## src/rtl/hbm_rd_issue_if.sv

```systemverilog
// AXI3 read-address channel plus R-channel monitor taps for the HBM read issuer.
// The R taps are observed only, for returning burst credits.
interface hbm_rd_issue_if #(
  parameter int ADDR_WIDTH = 33,
  parameter int ID_WIDTH   = 6
);
  logic                  ARVALID;
  logic                  ARREADY;
  logic [ADDR_WIDTH-1:0] ARADDR;
  logic [ID_WIDTH-1:0]   ARID;
  logic [3:0]            ARLEN;
  logic [2:0]            ARSIZE;
  logic [1:0]            ARBURST;
  logic                  RVALID;
  logic                  RREADY;
  logic                  RLAST;

  modport master (
    output ARVALID, ARADDR, ARID, ARLEN, ARSIZE, ARBURST,
    input  ARREADY, RVALID, RREADY, RLAST
  );

  modport slave (
    input  ARVALID, ARADDR, ARID, ARLEN, ARSIZE, ARBURST,
    output ARREADY, RVALID, RREADY, RLAST
  );
endinterface

```

## src/rtl/hbm_rd_issue.sv

```systemverilog
// Issues INCR read bursts for region B, then region A, with an outstanding-burst
// credit limit, then waits for all RLASTs before pulsing done.
module hbm_rd_issue #(
  parameter int DATA_WIDTH = 256,
  parameter int ID_WIDTH   = 6,
  parameter int ADDR_WIDTH = 33,
  parameter int A_TAG      = 0,
  parameter int B_TAG      = 1,
  parameter int MAX_OUT    = 32
) (
  input  logic                  clk,
  input  logic                  rst_n,
  input  logic                  start,
  input  logic [ADDR_WIDTH-1:0] addr_a,
  input  logic [ADDR_WIDTH-1:0] addr_b,
  input  logic [31:0]           len_a,
  input  logic [31:0]           len_b,
  hbm_rd_issue_if.master        m_axi,
  output logic                  busy,
  output logic                  done,
  output logic [31:0]           ar_counter,
  output logic [7:0]            outstanding
);

  localparam int BEAT_SHIFT = $clog2(DATA_WIDTH / 8);
  localparam int ALIGN_BITS = 9;

  typedef enum logic [2:0] {IDLE, ISSUE_B, ISSUE_A, DRAIN, DONE} state_t;

  state_t                state_q, state_d;
  logic [ADDR_WIDTH-1:0] addr_q, addr_a_q;
  logic [31:0]           rem_q, beats_a_q;
  logic [4:0]            burst_beats;
  logic                  issuing, arvalid, ar_hs, r_ret;

  assign issuing     = (state_q == ISSUE_B) || (state_q == ISSUE_A);
  assign burst_beats = (rem_q > 32'd16) ? 5'd16 : rem_q[4:0];

  // ARVALID is decoded purely from registers; none of its inputs can move
  // until the handshake (outstanding can only fall meanwhile), so it is stable.
  assign arvalid = issuing && (rem_q != 32'd0) && (outstanding < 8'(MAX_OUT));
  assign ar_hs   = arvalid && m_axi.ARREADY;
  assign r_ret   = m_axi.RVALID && m_axi.RREADY && m_axi.RLAST && (outstanding != 8'd0);

  assign m_axi.ARVALID = arvalid;
  assign m_axi.ARADDR  = arvalid ? addr_q : '0;
  assign m_axi.ARID    = !arvalid ? '0 :
                         (state_q == ISSUE_B) ? ID_WIDTH'(B_TAG) : ID_WIDTH'(A_TAG);
  assign m_axi.ARLEN   = arvalid ? 4'(burst_beats - 5'd1) : '0;
  assign m_axi.ARSIZE  = 3'b101;
  assign m_axi.ARBURST = 2'b01;

  assign busy = (state_q != IDLE);
  assign done = (state_q == DONE);

  always_comb begin
    state_d = state_q;
    unique case (state_q)
      IDLE:    if (start) state_d = ISSUE_B;
      ISSUE_B: if (rem_q == 32'd0) state_d = ISSUE_A;
      ISSUE_A: if (rem_q == 32'd0) state_d = DRAIN;
      DRAIN:   if (outstanding == 8'd0) state_d = DONE;
      DONE:    state_d = IDLE;
      default: state_d = IDLE;
    endcase
  end

  always_ff @(posedge clk) begin
    if (!rst_n) begin
      state_q     <= IDLE;
      addr_q      <= '0;
      addr_a_q    <= '0;
      rem_q       <= '0;
      beats_a_q   <= '0;
      ar_counter  <= '0;
      outstanding <= '0;
    end else begin
      state_q <= state_d;
      if (state_q == IDLE && start) begin
        // 512-byte alignment keeps every 16-beat burst inside a 4 KB page
        addr_q     <= {addr_b[ADDR_WIDTH-1:ALIGN_BITS], {ALIGN_BITS{1'b0}}};
        addr_a_q   <= {addr_a[ADDR_WIDTH-1:ALIGN_BITS], {ALIGN_BITS{1'b0}}};
        rem_q      <= len_b >> BEAT_SHIFT;
        beats_a_q  <= len_a >> BEAT_SHIFT;
        ar_counter <= '0;
      end else begin
        if (state_q == ISSUE_B && rem_q == 32'd0) begin
          addr_q <= addr_a_q;
          rem_q  <= beats_a_q;
        end else if (ar_hs) begin
          addr_q <= addr_q + (ADDR_WIDTH'(burst_beats) << BEAT_SHIFT);
          rem_q  <= rem_q - 32'(burst_beats);
        end
        if (ar_hs) ar_counter <= ar_counter + 32'd1;
      end
      case ({ar_hs, r_ret})
        2'b10:   outstanding <= outstanding + 8'd1;
        2'b01:   outstanding <= outstanding - 8'd1;
        default: outstanding <= outstanding;
      endcase
    end
  end

endmodule

```

## src/flat_wrapper.sv

```systemverilog
// flat-port wrapper written by rule: the top's interface ports become plain ports
module hbm_rd_issue_flat 
#(
  parameter int DATA_WIDTH = 256,
  parameter int ID_WIDTH   = 6,
  parameter int ADDR_WIDTH = 33,
  parameter int A_TAG      = 0,
  parameter int B_TAG      = 1,
  parameter int MAX_OUT    = 32
)
  (clk, rst_n, start, addr_a, addr_b, len_a, len_b, busy, done, ar_counter, outstanding, m_axi_ARVALID, m_axi_ARADDR, m_axi_ARID, m_axi_ARLEN, m_axi_ARSIZE, m_axi_ARBURST, m_axi_ARREADY, m_axi_RVALID, m_axi_RREADY, m_axi_RLAST);
  hbm_rd_issue_if #(.ADDR_WIDTH(ADDR_WIDTH), .ID_WIDTH(ID_WIDTH)) m_axi_i ();
  input  logic clk;
  input  logic rst_n;
  input  logic start;
  input  logic [ADDR_WIDTH-1:0] addr_a;
  input  logic [ADDR_WIDTH-1:0] addr_b;
  input  logic [31:0] len_a;
  input  logic [31:0] len_b;
  output logic busy;
  output logic done;
  output logic [31:0] ar_counter;
  output logic [7:0] outstanding;
  output wire logic [$bits(m_axi_i.ARVALID)-1:0] m_axi_ARVALID;
  output wire logic [$bits(m_axi_i.ARADDR)-1:0] m_axi_ARADDR;
  output wire logic [$bits(m_axi_i.ARID)-1:0] m_axi_ARID;
  output wire logic [$bits(m_axi_i.ARLEN)-1:0] m_axi_ARLEN;
  output wire logic [$bits(m_axi_i.ARSIZE)-1:0] m_axi_ARSIZE;
  output wire logic [$bits(m_axi_i.ARBURST)-1:0] m_axi_ARBURST;
  input wire logic [$bits(m_axi_i.ARREADY)-1:0] m_axi_ARREADY;
  input wire logic [$bits(m_axi_i.RVALID)-1:0] m_axi_RVALID;
  input wire logic [$bits(m_axi_i.RREADY)-1:0] m_axi_RREADY;
  input wire logic [$bits(m_axi_i.RLAST)-1:0] m_axi_RLAST;
  assign m_axi_ARVALID = m_axi_i.ARVALID;
  assign m_axi_ARADDR = m_axi_i.ARADDR;
  assign m_axi_ARID = m_axi_i.ARID;
  assign m_axi_ARLEN = m_axi_i.ARLEN;
  assign m_axi_ARSIZE = m_axi_i.ARSIZE;
  assign m_axi_ARBURST = m_axi_i.ARBURST;
  assign m_axi_i.ARREADY = m_axi_ARREADY;
  assign m_axi_i.RVALID = m_axi_RVALID;
  assign m_axi_i.RREADY = m_axi_RREADY;
  assign m_axi_i.RLAST = m_axi_RLAST;
  hbm_rd_issue #(.DATA_WIDTH(DATA_WIDTH), .ID_WIDTH(ID_WIDTH), .ADDR_WIDTH(ADDR_WIDTH), .A_TAG(A_TAG), .B_TAG(B_TAG), .MAX_OUT(MAX_OUT)) u_core (.clk(clk), .rst_n(rst_n), .start(start), .addr_a(addr_a), .addr_b(addr_b), .len_a(len_a), .len_b(len_b), .m_axi(m_axi_i), .busy(busy), .done(done), .ar_counter(ar_counter), .outstanding(outstanding));
endmodule
```

## config.mk

```make
export PLATFORM = sky130hd
export DESIGN_NAME = hbm_rd_issue_flat
export DESIGN_NICKNAME = d
export VERILOG_FILES = /design/src/rtl/hbm_rd_issue_if.sv /design/src/rtl/hbm_rd_issue.sv /design/src/flat_wrapper.sv
export SDC_FILE = /design/constraint.sdc
export NUM_CORES = 1
export LEC_CHECK = 0
export BUFFER_PORTS_ARGS = -buffer_cell sky130_fd_sc_hd__clkbuf_2
export CAP_MARGIN = 5
export CORE_MARGIN = 1.5
export CORE_UTILIZATION = 30
export DETAILED_ROUTE_END_ITERATION = 6
export GPL_TIMING_DRIVEN = 0
export PLACE_DENSITY = 0.56
export SYNTH_ARGS = -nofsm -noshare
export SYNTH_HDL_FRONTEND = slang
export SYNTH_SLANG_ARGS = --single-unit
```

## constraint.sdc

```tcl
create_clock -name clk -period 5.9 [get_ports clk]
set_input_delay 0.885 -clock clk [delete_from_list [all_inputs] [get_ports clk]]
set_output_delay 0.885 -clock clk [all_outputs]
set_load 0.01 [all_outputs]
```

==> results.py <==
metrics = {
    "run_status": {
        "status": "finished clean",
    },
    "placement": {
        "hpwl_um": 24900,
        "post_dp_cell_area_um2": 10100,
        "routabilityCongestion": 0.881,
        "io_buffers": 189,
    },
    "synth": {
        "synth_seq_cells": 159,
        "synthFlopType": "dfxtp_1",
        "synthAdderAreaFrac": 0.0264,
        "netlist.area_leader.share": 0.369,
        "yosysUniqueCellTypes": 70,
        "synth_edf_count": 0,
        "netlist_area_um2": 8620,
        "netlist_instances": 1120,
        "yosysMostFrequentCell": "nand2_1",
        "yosys_warnings": 0,
        "synth_top_family_by_area": "simple AND/OR/NAND/NOR gates",
        "yosysTopAreaCell": "dfxtp_1",
        "ys_seq_area_frac": 0.369,
        "avgSynthCellArea_um2": 7.70,
        "synthMuxAreaShare": 0.00479,
        "synth-simple-area-share": 0.269,
        "synth_compound_area_frac": 0.209,
        "synth_common_cells": "173 x nand2_1, 159 x dfxtp_1, 130 x a21oi_1",
        "synthTopCellsByArea": "dfxtp_1 37%, a21oi_1 7.5%, nand2_1 7.5%",
        "yosys.area_share.xor_xnor": 0.0650,
        "async_flop_share": 0,
    },
    "clocking": {
        "tritoncts": "built",
        "cts_root_buf": "clkbuf_16",
        "insertion_delay_ps": 440,
        "clockBufferDepth": 2,
        "cts-resized-gates": 0,
        "clk_pin_slew_worst_paths_ps": 70,
        "cts_max_level": 4,
        "cts_buffers": 17,
        "post_cts_buffers": 0,
        "cts_sinks": 159,
        "hold_buffers": 0,
    },
    "drt": {
        "first_iter_violations": 691,
        "wl_met1_um": 15100,
        "final_antenna_net_count": 0,
        "routed_wl_um": 32500,
        "drt-pass1-iter-count": 5,
        "wl_met2_um": 14300,
        "drc": 0,
        "vias": 8958,
        "via_per_inst": 5.18,
        "top_layer": "met4",
        "wl_per_cell_um": 18.8,
        "met3WireLength_um": 2170,
    },
    "worst_setup_path": {
        "cp.arrival_ps": 4860,
        "cp_max_fo": 10,
        "rr_worst_depth": 16,
        "start_kind": "flip-flop",
        "r2r-start": "u_core.outstanding[7]",
        "path_class": "reg -> reg",
        "required_ps": 6200,
        "rrSetupSlack_ps": 1340,
        "worstSetupEndpointType": "flip-flop",
        "timing.rr.end": "u_core.outstanding[7]",
    },
    "sta": {
        "finClkSkew_ps": 10.5,
        "period_share": 0.774,
        "worst_pin_slew_ps": 1150,
        "slew_headroom": 0.228,
        "finalCriticalPeriod_ps": 4560,
        "fin_tns_setup_ps": 0,
        "fmax_mhz": 219,
        "slew_viol_final": 0,
        "finalSetupViolCount": 0,
        "grt_setup_unrepaired": "false",
        "hold_slack_ps": 458,
        "finalHoldViolations": 0,
    },
    "grt": {
        "grt_usage": 0.217,
        "grt_pass1_vias": 8546,
        "overflow": 0,
        "grt_pass1_wl_um": 50000,
        "antenna_found_initial": 0,
        "grt_max_degree": 18,
    },
    "floorplan": {
        "rows": 61,
        "pin_count": 228,
        "start_util": 0.308,
        "core_um2": 28000,
        "die_h_um": 173,
        "dieArea_um2": 29800,
        "die_w_um": 173,
    },
    "power_and_ir_drop": {
        "switching_share": 0.331,
        "intPower_mw": 1.96,
        "ir_worst_vdd_mv": 0.186,
        "p_switching_uw": 971,
        "p_comb_frac": 0.193,
        "pwr-share-clk": 0.396,
        "p_leak_nw": 4.41,
        "seq_power_share": 0.411,
        "power_density_nw_per_um2": 274,
    },
    "min_path": {
        "min-delay-start": "u_core.addr_a_q[13]",
        "hold-path-cell-count": 2,
        "holdPathEnd": "u_core.addr_a_q[13]",
        "hp-class": "reg -> reg",
    },
    "flow_run": {
        "maxCapViolations": 0,
    },
    "final_layout": {
        "fin_nets": 1491,
        "area_delta_synth_final_pct": 23.9,
        "antenna_cells": 0,
        "drive_gt1_frac": 0.207,
        "final_area_um2": 10700,
    },
}
## state kept, by name, indices dropped and copies added (netlist names)
signal,count
u_core.rem_q,32
u_core.ar_counter,32
u_core.addr_a_q,24
u_core.addr_q,33
u_core.outstanding,8
u_core.state_q,3
u_core.beats_a_q,27
## worst max-delay path by stage
stage	startpoint	endpoint	slack (ps)	cells past startpoint
detailed placement	u_core.outstanding[7]	u_core.outstanding[7]	1320	16
global route	u_core.state_q[0]	u_core.outstanding[7]	1090	17
finish	u_core.outstanding[7]	u_core.outstanding[7]	1340	16
CTS	u_core.outstanding[7]	u_core.outstanding[7]	1330	16
global placement	u_core.outstanding[7]	u_core.outstanding[7]	1290	16
floorplan	u_core.rem_q[5]	u_core.outstanding[7]	2110	19
## cells by family (layout without fill, tap and decap cells)
logic type / count (synthesis) / after routing
flip-flops: 159 / 159
AND/OR/NAND/NOR: 470 / 470
buffers and inverters: 105 / 326
adder cells (fa/ha/maj): 17 / 17
XOR/XNOR: 64 / 64
other: 2 / 11
AO/OA/AOI/OAI: 299 / 299
multiplexers: 4 / 4
## layout by cell type (no fill, tap or decap), types with 4 or more instances in the layout
master	instances
or4_1	4
o31ai_1	6
a31oi_1	7
a21oi_1	130
and3_1	43
ha_1	15
a211oi_1	17
a211o_1	6
o221a_2	4
nand3_1	31
a21o_1	7
clkbuf_16	17
o211ai_1	5
clkbuf_1	46
o22ai_1	16
nand4_1	15
dfxtp_1	159
nor3_1	31
nor4_2	4
buf_2	14
nor4_1	11
or3_1	16
o21ai_0	63
and4_1	7
a221oi_1	5
xnor2_1	41
buf_1	9
and2_1	9
nor2_1	99
o221ai_1	8
nor3b_1	4
buf_4	12
inv_1	19
xor2_1	23
conb_1	11
clkbuf_2	189
nand2_1	173
## per-stage QoR
| stage | power, mW | cells | worst slack [ps] | util |
|---|---|---|---|---|
| 2_1_floorplan | 1.57 | 1129 | 2110 | - |
| 3_3_place_gp | 1.78 | 1696 | 1290 | 0.360 |
| 3_5_place_dp | 1.78 | 1696 | 1320 | 0.360 |
| 4_1_cts | 2.93 | 1728 | 1330 | 0.381 |
| 5_1_grt | 3.05 | 1728 | 1090 | 0.381 |
| 6_report | 2.93 | 1728 | 1340 | 0.381 |
## metal layers
layer | GRT usage | vias up
li1 | - | 4423
met5 | 0 | -
met3 | 0.0396 | 60
met4 | 0.0815 | 0
met2 | 0.343 | 351
met1 | 0.293 | 4124
## layout make-up
| class | instances | area (um2) |
|---|---|---|
| Fill cell | 2972 | 17300 |
| Multi-Input combinational cell | 865 | 4990 |
| Sequential cell | 159 | 3180 |
| Timing Repair Buffer | 189 | 946 |
| Tap cell | 378 | 473 |
| Clock buffer | 18 | 439 |
| Buffer | 84 | 400 |
| Clock inverter | 14 | 171 |
| Inverter | 21 | 78.8 |
## critical path, stage by stage (launching register included)
cell and delay (ps):
dfxtp_1 330, or3_1 420, nor3_2 610, nand2_1 300, nor2_4 310, inv_2 60
buf_4 200, buf_6 170, ha_1 320, ha_1 310, a21o_1 190, a211oi_1 290
o21ai_0 180, and3_1 180, or3_1 350, xor2_1 130, nor2_1 50
## power groups by stage
stage,Combinational [mW],Sequential [mW],Clock [mW]
after global placement,0.553,1.23,0
after floorplan,0.372,1.20,0
after CTS,0.559,1.20,1.17
after detailed placement,0.555,1.23,0
final,0.566,1.21,1.16
after global routing,0.620,1.21,1.22
(Power assumes the default switching activity.)
